### src/rtl/cache_pkg.sv
// Shared cache geometry, address split and controller state encoding.
package cache_pkg;

  localparam int unsigned LINES  = 8;
  localparam int unsigned WORDS  = 4;
  localparam int unsigned TAG_W  = 25;
  localparam int unsigned IDX_W  = 3;
  localparam int unsigned OFF_W  = 2;
  localparam int unsigned WORD_W = 32;
  localparam int unsigned ADDR_W = 32;
  localparam int unsigned BLK_W  = TAG_W + IDX_W;
  localparam int unsigned LINE_W = WORDS * WORD_W;

  // One cache line; word0 occupies bits [31:0].
  typedef logic [WORDS-1:0][WORD_W-1:0] line_t;

  // Word-granular view of a byte address (byte offset bits dropped).
  typedef struct packed {
    logic [TAG_W-1:0] tag;
    logic [IDX_W-1:0] idx;
    logic [OFF_W-1:0] off;
  } addr_t;

  typedef enum logic [1:0] {
    IDLE      = 2'd0,
    WRITEBACK = 2'd1,
    ALLOCATE  = 2'd2
  } state_e;

endpackage

### src/rtl/dcache_array.sv
// Tag/valid/dirty/data storage for the direct-mapped cache.
// Ports: clk, rst (sync, clears valid/dirty only); idx selects the line for
// both the combinational read port (rd_*) and the write port. word_we writes
// one word (wr_off, wr_word) and marks the line dirty; line_we installs a
// whole line (wr_tag, wr_line) as valid and clean.
module dcache_array
  import cache_pkg::*;
(
  input  logic             clk,
  input  logic             rst,
  input  logic [IDX_W-1:0] idx,
  output logic             rd_valid,
  output logic             rd_dirty,
  output logic [TAG_W-1:0] rd_tag,
  output line_t            rd_line,
  input  logic             word_we,
  input  logic [OFF_W-1:0] wr_off,
  input  logic [WORD_W-1:0] wr_word,
  input  logic             line_we,
  input  logic [TAG_W-1:0] wr_tag,
  input  line_t            wr_line
);

  logic [LINES-1:0] valid_q;
  logic [LINES-1:0] dirty_q;
  logic [TAG_W-1:0] tag_q  [LINES];
  line_t            data_q [LINES];

  // Combinational read port.
  always_comb begin
    rd_valid = valid_q[idx];
    rd_dirty = dirty_q[idx];
    rd_tag   = tag_q[idx];
    rd_line  = data_q[idx];
  end

  // Status bits: the only storage that needs a reset.
  always_ff @(posedge clk) begin
    if (rst) begin
      valid_q <= '0;
      dirty_q <= '0;
    end else if (line_we) begin
      valid_q[idx] <= 1'b1;
      dirty_q[idx] <= 1'b0;
    end else if (word_we) begin
      dirty_q[idx] <= 1'b1;
    end
  end

  // Tag and data arrays, no reset.
  always_ff @(posedge clk) begin
    if (line_we) begin
      tag_q[idx]  <= wr_tag;
      data_q[idx] <= wr_line;
    end else if (word_we) begin
      data_q[idx][wr_off] <= wr_word;
    end
  end

endmodule

### src/rtl/dcache.sv
// Direct-mapped, write-back, write-allocate data cache controller.
// Ports: clk, rst (sync, active-high); processor side proc_ren/proc_wen/
// proc_addr/proc_wdata in, proc_stall/proc_rdata out (combinational);
// memory side mem_read/mem_write/mem_addr/mem_wdata out (registered),
// mem_rdata/mem_ready in.
module dcache
  import cache_pkg::*;
(
  input  logic               clk,
  input  logic               rst,
  input  logic               proc_ren,
  input  logic               proc_wen,
  input  logic [ADDR_W-1:0]  proc_addr,
  input  logic [WORD_W-1:0]  proc_wdata,
  output logic               proc_stall,
  output logic [WORD_W-1:0]  proc_rdata,
  output logic               mem_read,
  output logic               mem_write,
  output logic [BLK_W-1:0]   mem_addr,
  output logic [LINE_W-1:0]  mem_wdata,
  input  logic [LINE_W-1:0]  mem_rdata,
  input  logic               mem_ready
);

  state_e state_q;
  state_e state_n;

  addr_t            a_s;
  logic             rd_valid;
  logic             rd_dirty;
  logic [TAG_W-1:0] rd_tag;
  line_t            rd_line;
  logic             hit_c;
  logic             req_c;
  logic             word_we_c;
  logic             line_we_c;
  logic             unused_addr_bits;

  assign a_s              = addr_t'(proc_addr[ADDR_W-1:2]);
  assign unused_addr_bits = ^proc_addr[1:0];

  dcache_array u_array (
    .clk      (clk),
    .rst      (rst),
    .idx      (a_s.idx),
    .rd_valid (rd_valid),
    .rd_dirty (rd_dirty),
    .rd_tag   (rd_tag),
    .rd_line  (rd_line),
    .word_we  (word_we_c),
    .wr_off   (a_s.off),
    .wr_word  (proc_wdata),
    .line_we  (line_we_c),
    .wr_tag   (a_s.tag),
    .wr_line  (line_t'(mem_rdata))
  );

  assign hit_c = rd_valid & (rd_tag == a_s.tag);
  assign req_c = proc_ren | proc_wen;

  // State register.
  always_ff @(posedge clk) begin
    if (rst) state_q <= IDLE;
    else     state_q <= state_n;
  end

  // Next state, array write strobes and processor-side outputs.
  // Write strobes are gated by rst so an aborted refill never lands.
  always_comb begin
    state_n    = state_q;
    word_we_c  = 1'b0;
    line_we_c  = 1'b0;
    proc_stall = req_c & (~hit_c | (state_q != IDLE));
    proc_rdata = '0;
    unique case (state_q)
      IDLE: begin
        if (req_c && hit_c) begin
          // ren+wen together is a write and returns no data.
          if (proc_wen) word_we_c  = ~rst;
          else          proc_rdata = rd_line[a_s.off];
        end else if (req_c) begin
          state_n = rd_dirty ? WRITEBACK : ALLOCATE;
        end
      end
      WRITEBACK: begin
        if (mem_ready) state_n = ALLOCATE;
      end
      ALLOCATE: begin
        if (mem_ready) begin
          line_we_c = ~rst;
          state_n   = IDLE;
        end
      end
      default: state_n = IDLE;
    endcase
  end

  // Memory-side outputs, registered off the next state so they line up
  // with the state they belong to; victim address/data captured on entry.
  always_ff @(posedge clk) begin
    if (rst) begin
      mem_read  <= 1'b0;
      mem_write <= 1'b0;
      mem_addr  <= '0;
      mem_wdata <= '0;
    end else begin
      mem_read  <= (state_n == ALLOCATE);
      mem_write <= (state_n == WRITEBACK);
      if (state_q == IDLE && state_n == WRITEBACK) begin
        mem_addr  <= {rd_tag, a_s.idx};
        mem_wdata <= LINE_W'(rd_line);
      end else if (state_n == ALLOCATE && state_q != ALLOCATE) begin
        mem_addr  <= proc_addr[ADDR_W-1:4];
        mem_wdata <= '0;
      end else if (state_n == IDLE) begin
        mem_addr  <= '0;
        mem_wdata <= '0;
      end
    end
  end

endmodule

### config.mk
export PLATFORM = sky130hd
export DESIGN_NAME = dcache
export DESIGN_NICKNAME = d
export VERILOG_FILES = /design/src/rtl/cache_pkg.sv /design/src/rtl/dcache_array.sv /design/src/rtl/dcache.sv
export SDC_FILE = /design/constraint.sdc
export NUM_CORES = 1
export LEC_CHECK = 0
export BUFFER_PORTS_ARGS = -buffer_cell sky130_fd_sc_hd__clkbuf_2
export CORE_MARGIN = 10
export CORE_UTILIZATION = 45
export CTS_CLUSTER_SIZE = 14
export DETAILED_ROUTE_END_ITERATION = 10
export HOLD_SLACK_MARGIN = 0.02
export PLACE_DENSITY = 0.62
export SETUP_SLACK_MARGIN = 0.3
export SYNTH_ARGS = -nofsm -noshare
export SYNTH_HDL_FRONTEND = slang
export SYNTH_HIERARCHICAL = 1
export SYNTH_SLANG_ARGS = --single-unit
### constraint.sdc
create_clock -name clk -period 10.6 [get_ports clk]
set_input_delay 2.12 -clock clk [delete_from_list [all_inputs] [get_ports clk]]
set_output_delay 2.12 -clock clk [all_outputs]
set_load 0.02 [all_outputs]
Word-level counts from Yosys, hierarchy flattened
Memories as Yosys holds them, arrays and structs flattened.
Index checks and enable logic that the tools add are counted.

cells by class
  magnitude comparators = 4
  reduce and logical (&&, ||, !) cells = 10
  eq/ne operators = 6
  multiplexer cells = 165
  bitwise logic cells = 138

operators by type and width
  operator            number
  $mux 128            4
  $mux 32             5
  $mux 1              140
  $or 1x1->1          130
  $mux 28             3
  $bmux 32 s2         1
  $demux 32 s2        1
  $eq 25x25->1        1
  $mux 8              2
  $or 8x8->8          2
  $mux 2              5
  $and 8x8->8         1
  $not 8->8           1
  $bmux 1 s3          2
  $pmux 2 s3          1
  $logic_and 1x1->1   5
  $eq 2x1->1 const B  2
  $eq 2x2->1 const B  2
  $logic_not 2->1     2
  $lt 3x4->1 const B  1
  $reduce_bool 2->1   2
  $demux 1 s3         1
  $ge 3x1->1 const B  1
  $lt 2x3->1 const B  1
  5 further kinds     7

storage, ports and cells
  bits in writable memories = 1224
  output and inout port bits = 191
  memories kept = 2
  bits in registers = 176

memories
  memory          words  width  read ports  clocked after Yosys merged registers in  wr ports  RTL line            text
  u_array.data_q  8      128    1           0                                        1         dcache_array.sv:27  line_t data_q [LINES];
  u_array.tag_q   8      25     1           0                                        1         dcache_array.sv:26  logic [TAG_W-1:0] tag_q [LINES];

Longest topological paths before layout
  depth after elaboration = 10
  mapped depth = 14
  depth with buffers taken out = 9

Hierarchy
Netlist, hierarchy kept.

modules (own cells, without submodules)
  module        cells an instance  times used  seq. area each (µm²)  area an instance (µm²)
  dcache_array  2044               1           37075.6               48547.8
  dcache        564                1           3203.1                6667.6

Least setup slack after synthesis
Ideal clock, no wire load.

  kind = input-to-reg
  start point = input proc_addr[4]
  end point = memory u_array/data_q[0][0] in the netlist's numbering (enable)
  stages on the path = 13
  path buffers = 4
  data arrival time = 7.108 ns
  setup time = 0.432 ns
  setup slack = 3.060 ns
  cell sequence = buf_2 buf_6 buf_6 mux4_2 mux2_2 xor2_1 or4_4 nor4_4 nand3_1 nor3b_1 or3b_1 clkbuf_1 a21oi_1

between the ends
  word-level cells in the longest chain between the ends = 10
  elaborated cells between the ends (all ways) = 12
  those cells by class = 1 x eq/ne; 7 x mux; 2 x bitwise; 1 x reduce/logical; 1 x memory

RTL lines
  what                            RTL line            text
  start: declaration              dcache.sv:13        input logic [ADDR_W-1:0] proc_addr,
  $mem_v2 8x25                    -
  net rd_tag[22]                  dcache.sv:31        logic [TAG_W-1:0] rd_tag;
  $eq 25x25->1                    dcache.sv:58        assign hit_c = rd_valid & (rd_tag == a_s.tag);
  $and 1x1->1                     dcache.sv:58
  $logic_and 1x1->1               dcache.sv:77        if (req_c && hit_c) begin
  $mux 1                          dcache.sv:77
  $mux 1                          dcache.sv:75        unique case (state_q)
  net word_we_c                   dcache.sv:35        logic word_we_c;
  $mux 1                          dcache_array.sv:55  end else if (word_we) begin
  $mux 1                          dcache_array.sv:52  if (line_we) begin
  $mux 128 (not written as such)  dcache_array.sv:56  data_q[idx][wr_off] <= wr_word;
  $or 1x1->1 (no source line)     -
  end: declaration                dcache_array.sv:27

The timed path passes the listed nets, and every way through them passes these cells. The select of a mux whose other input is x is not followed.

Worst setup path in the final report
  start point = input proc_addr[6]
  end point = output proc_rdata[28]

between the ends
  word-level cells in the longest chain between the ends = 6
  elaborated cells between the ends (all ways) = 12
  those cells by class = 1 x eq/ne; 7 x mux; 1 x bitwise; 1 x reduce/logical; 2 x memory

RTL lines
  what                          RTL line            text
  $bmux 1 s3                    dcache_array.sv:31  rd_valid = valid_q[idx];
  $mux 1 (not written as such)  dcache_array.sv:31
  net rd_valid                  dcache.sv:29        logic rd_valid;
  $and 1x1->1                   dcache.sv:58
  $logic_and 1x1->1             dcache.sv:77
  $mux 32                       dcache.sv:77
  $mux 32                       dcache.sv:75
  end: declaration              dcache.sv:16        output logic [WORD_W-1:0] proc_rdata,

The timed path passes the listed nets, and every way through them passes these cells. The select of a mux whose other input is x is not followed.

==> reports/summary.txt <==
===============================================================================================
Outcome                                                                            finished clean
Startpoint class of the critical path                                              primary input
Start-to-end type of the worst setup path                                             in -> out
Cell Area, Placed                                                                  0.05927 mm^2
Sequential area share after synthesis                                                    72.95%
Reg2Reg Launch Point                                                               u_array/tag_q[7][22]
Part of the power in combinational logic                                                   6.0%
CTS Buf Count                                                                               146
Via-to-Cell Ratio                                                                         6.052
Post-synthesis instance area                                                       0.05522 mm^2
Most frequently used flop master after synthesis                                   sky130_fd_sc_hd__edfxtp_1
Crit share post-route                                                                    79.55%
Data arrival time of the worst path                                                     6310 ps
Global-route congestion overflow total                                                        0
Y dimension of the die                                                                 370.3 um
Top-Level Pins                                                                              388
Syn_nets                                                                                   2805
Number of port buffers                                                                      385
CTS sink count                                                                             1400
Half-perimeter wire length after placement                                            106400 um
Fraction of final layout cells with drive strength greater than 1                        38.25%
Number of setup buffers added after CTS                                                       0
Number of pins with negative max-slew slack in the final report                               0
Routed vias                                                                               29160
Number of warnings printed during yosys synthesis                                             6
Relative slew slack                                                                      22.87%
Unique cell type count in the Yosys netlist                                                  54
Worst Max-Slew Pin Slew                                                                 1154 ps
Final-report hold violation count                                                             0
X dimension of the die                                                                 370.3 um
Aggregate routed wire length                                                          164400 um
Effective utilization at floorplan                                                       45.30%
Net switching fraction of the power                                                      21.54%
Number of cells upsized or downsized after cts                                                0
Post-synthesis instance total                                                              2608
Antenna violation net count after detailed routing                                            0
Maximum number of pins on one net before global-route repair                                116
Net switching power                                                                     2534 uW
Die footprint                                                                       0.1371 mm^2
Share of total power in sequential cells                                                  51.3%
Global-route usage over all layers                                                       23.61%
Source of the worst hold timing path                                               u_array/valid_q[4]
Vias in the first global route                                                            29370
Leakage                                                                              0.02113 uW
Final total negative setup slack                                                           0 ps
Maximum number of buffers from clock root to sink                                             3
Crit end category                                                                   output port
Number of inserted filler cells in the final layout                                        9398
Final cell area excluding filler cells                                             0.06407 mm^2
Count of flip-flops with a built-in enable after synthesis                                 1224
Clk root buf                                                                       sky130_fd_sc_hd__clkbuf_16
Min Tclk post-route                                                                     8433 ps
Length of the first detailed-routing pass in iterations                                       5
Commonest cells in the netlist                                                     1224 x sky130_fd_sc_hd__edfxtp_1, 342 x sky130_fd_sc_hd__mux4_2, 176 x sky130_fd_sc_hd__dfxtp_1
Highest achievable clock rate                                                         118.6 MHz
Clk pwr share                                                                             42.7%
Crit-path max FO                                                                            110
Internal portion of total power                                                         9229 uW
Fin Clk Skew                                                                           30.75 ps
Core Area                                                                           0.1219 mm^2
Routability Congestion                                                                   0.8033
Iteration-0 DRC count of the detailed router                                               3479
Required time of the critical path                                                      8480 ps
Share of flip-flops with an asynchronous set or reset                                        0%
Growth of design area from synthesis to finish                                           16.03%
Max-cap check violation count                                                                 0
Yosys top cell by area                                                             sky130_fd_sc_hd__edfxtp_1
RSZ-0062 raised after global routing                                                         no
H-tree depth                                                                                  4
Leading cell type by number of instances after synthesis                           sky130_fd_sc_hd__edfxtp_1
#FFs+latches synth                                                                         1400
Power per Cell Area                                                                183.6 mW/mm^2
Initial antenna violation count                                                              32
Avg Cell Area, Syn                                                                   21.17 um^2
Global-route wire length before repair                                                227400 um
Post-layout net count                                                                      3239
Crit. Startpoint                                                                   proc_addr[6]
Area of all sequential standard cells                                              0.04028 mm^2
Row cnt                                                                                     128
DRC                                                                                           0
Average wire per cell in the routed design                                             34.12 um
Clock input transition at the sequential cells of the worst setup and hold paths          60 ps
TritonCTS clock tree                                                                      built
Total setup violations reported at the end of the flow                                        0
CTS Hold Buffers Added                                                                        0
Most area-consuming cells after synthesis                                          sky130_fd_sc_hd__edfxtp_1 67%, sky130_fd_sc_hd__mux4_2 14%, sky130_fd_sc_hd__dfxtp_1 6.4%
Latest clock arrival within the worst-skew pair                                          760 ps
Worst VDD drop                                                                        0.1746 mV
Synth top area share                                                                     66.57%
Area used by multi-input combinational logic                                       0.01437 mm^2
Class of the most critical hold timing path                                          reg -> reg
===============================================================================================
[flip-flops by register name (all words and copies together) (netlist names), named ones only]
register / cells
state_q: 2
u_array/valid_q: 8
mem_write: 1
mem_read: 1
mem_addr: 28
u_array/data_q: 1024
mem_wdata: 128
u_array/tag_q: 200
[power groups by stage]
stage	Sequential (uW)	Clock, uW	Combinational (uW)
2_1_floorplan	6160	0	382
3_3_place_gp	6150	0	686
3_5_place_dp	6150	0	702
4_1_cts	6040	5100	704
5_1_grt	6040	5330	732
6_report	6040	5030	700
[layout make-up]
cell class	count	share of cell area (%)
multi-input cells	1018	22.44
well taps	1625	3.174
clock inverters	62	0.8222
repair buffers	455	3.912
clock buffers	207	6.545
inverters	21	0.1230
flip-flops and latches	1400	62.87
diodes	30	0.1172
[per-layer routing]
metal,global-route usage [%],up-vias,routed length [um]
li1,-,11850,-
met1,31.10,15560,62660
met2,37.24,1497,79480
met3,6.714,239,16710
met4,8.747,8,5498
met5,0,-,60
[critical path: stages]
cell	delay, ps
sky130_fd_sc_hd__buf_8	650
sky130_fd_sc_hd__buf_4	850
sky130_fd_sc_hd__mux4_2	620
sky130_fd_sc_hd__mux2_2	320
sky130_fd_sc_hd__and4_1	170
sky130_fd_sc_hd__and4_1	240
sky130_fd_sc_hd__nand4_1	150
sky130_fd_sc_hd__buf_4	440
sky130_fd_sc_hd__nor2b_1	290
sky130_fd_sc_hd__clkbuf_2	230
[layout by cell type (no fill, tap or decap), types with 4 or more instances in the layout]
master / instances
sky130_fd_sc_hd__nand4b_1: 5
sky130_fd_sc_hd__nand3_1: 4
sky130_fd_sc_hd__clkbuf_8: 15
sky130_fd_sc_hd__clkinv_2: 20
sky130_fd_sc_hd__nor4_1: 6
sky130_fd_sc_hd__a22oi_1: 25
sky130_fd_sc_hd__edfxtp_1: 1224
sky130_fd_sc_hd__a21oi_4: 24
sky130_fd_sc_hd__mux4_2: 342
sky130_fd_sc_hd__clkbuf_16: 154
sky130_fd_sc_hd__nand3b_1: 5
sky130_fd_sc_hd__xnor2_1: 8
sky130_fd_sc_hd__a22o_1: 128
sky130_fd_sc_hd__mux2i_1: 25
sky130_fd_sc_hd__clkbuf_1: 39
sky130_fd_sc_hd__nor2b_1: 35
sky130_fd_sc_hd__a21oi_1: 7
sky130_fd_sc_hd__inv_1: 16
sky130_fd_sc_hd__buf_4: 68
sky130_fd_sc_hd__nor2_1: 5
sky130_fd_sc_hd__or3b_1: 4
sky130_fd_sc_hd__diode_2: 30
sky130_fd_sc_hd__mux2_2: 157
sky130_fd_sc_hd__bufinv_16: 8
sky130_fd_sc_hd__xor2_1: 17
sky130_fd_sc_hd__clkinv_1: 27
sky130_fd_sc_hd__clkbuf_2: 381
sky130_fd_sc_hd__o22ai_1: 27
sky130_fd_sc_hd__dfxtp_1: 176
sky130_fd_sc_hd__mux2_1: 126
sky130_fd_sc_hd__o211a_1: 7
sky130_fd_sc_hd__nor2_4: 8
sky130_fd_sc_hd__inv_6: 6
[cells by family after synthesis]
family | count (synthesis) | synth area share (%)
buffers and inverters | 190 | 1.779
AND/OR/NAND/NOR | 106 | 1.337
XOR/XNOR | 25 | 0.3966
AO/OA/AOI/OAI | 237 | 3.365
flip-flops | 1400 | 72.95
multiplexers | 650 | 20.17
[path summary, 6_finish.rpt]
| check | slack [ps] | endpoint | cells past startpoint |
|---|---|---|---|
| setup reg to reg | 5050 | u_array/data_q[5][13] | 11 |
| hold / removal | 450 | u_array/valid_q[4] | 2 |
| hold reg to reg | 450 | u_array/valid_q[4] | 2 |
| setup / recovery | 2170 | proc_rdata[28] | 10 |
[stage by stage]
stage	hold WS (ps)	utilization [%]	setup WS [ps]	cells	total power (uW)
3_3_place_gp	444.8	48.63	2114	4519	6836
3_5_place_dp	446.4	48.63	2092	4519	6855
4_1_cts	452.8	52.50	2102	4788	11840
5_1_grt	480.2	52.53	1930	4799	12100
6_report	453.8	52.57	2167	4818	11760
2_1_floorplan	422.3	-	3060	2608	6542
No activity file was read; power rests on OpenSTA's default activity.
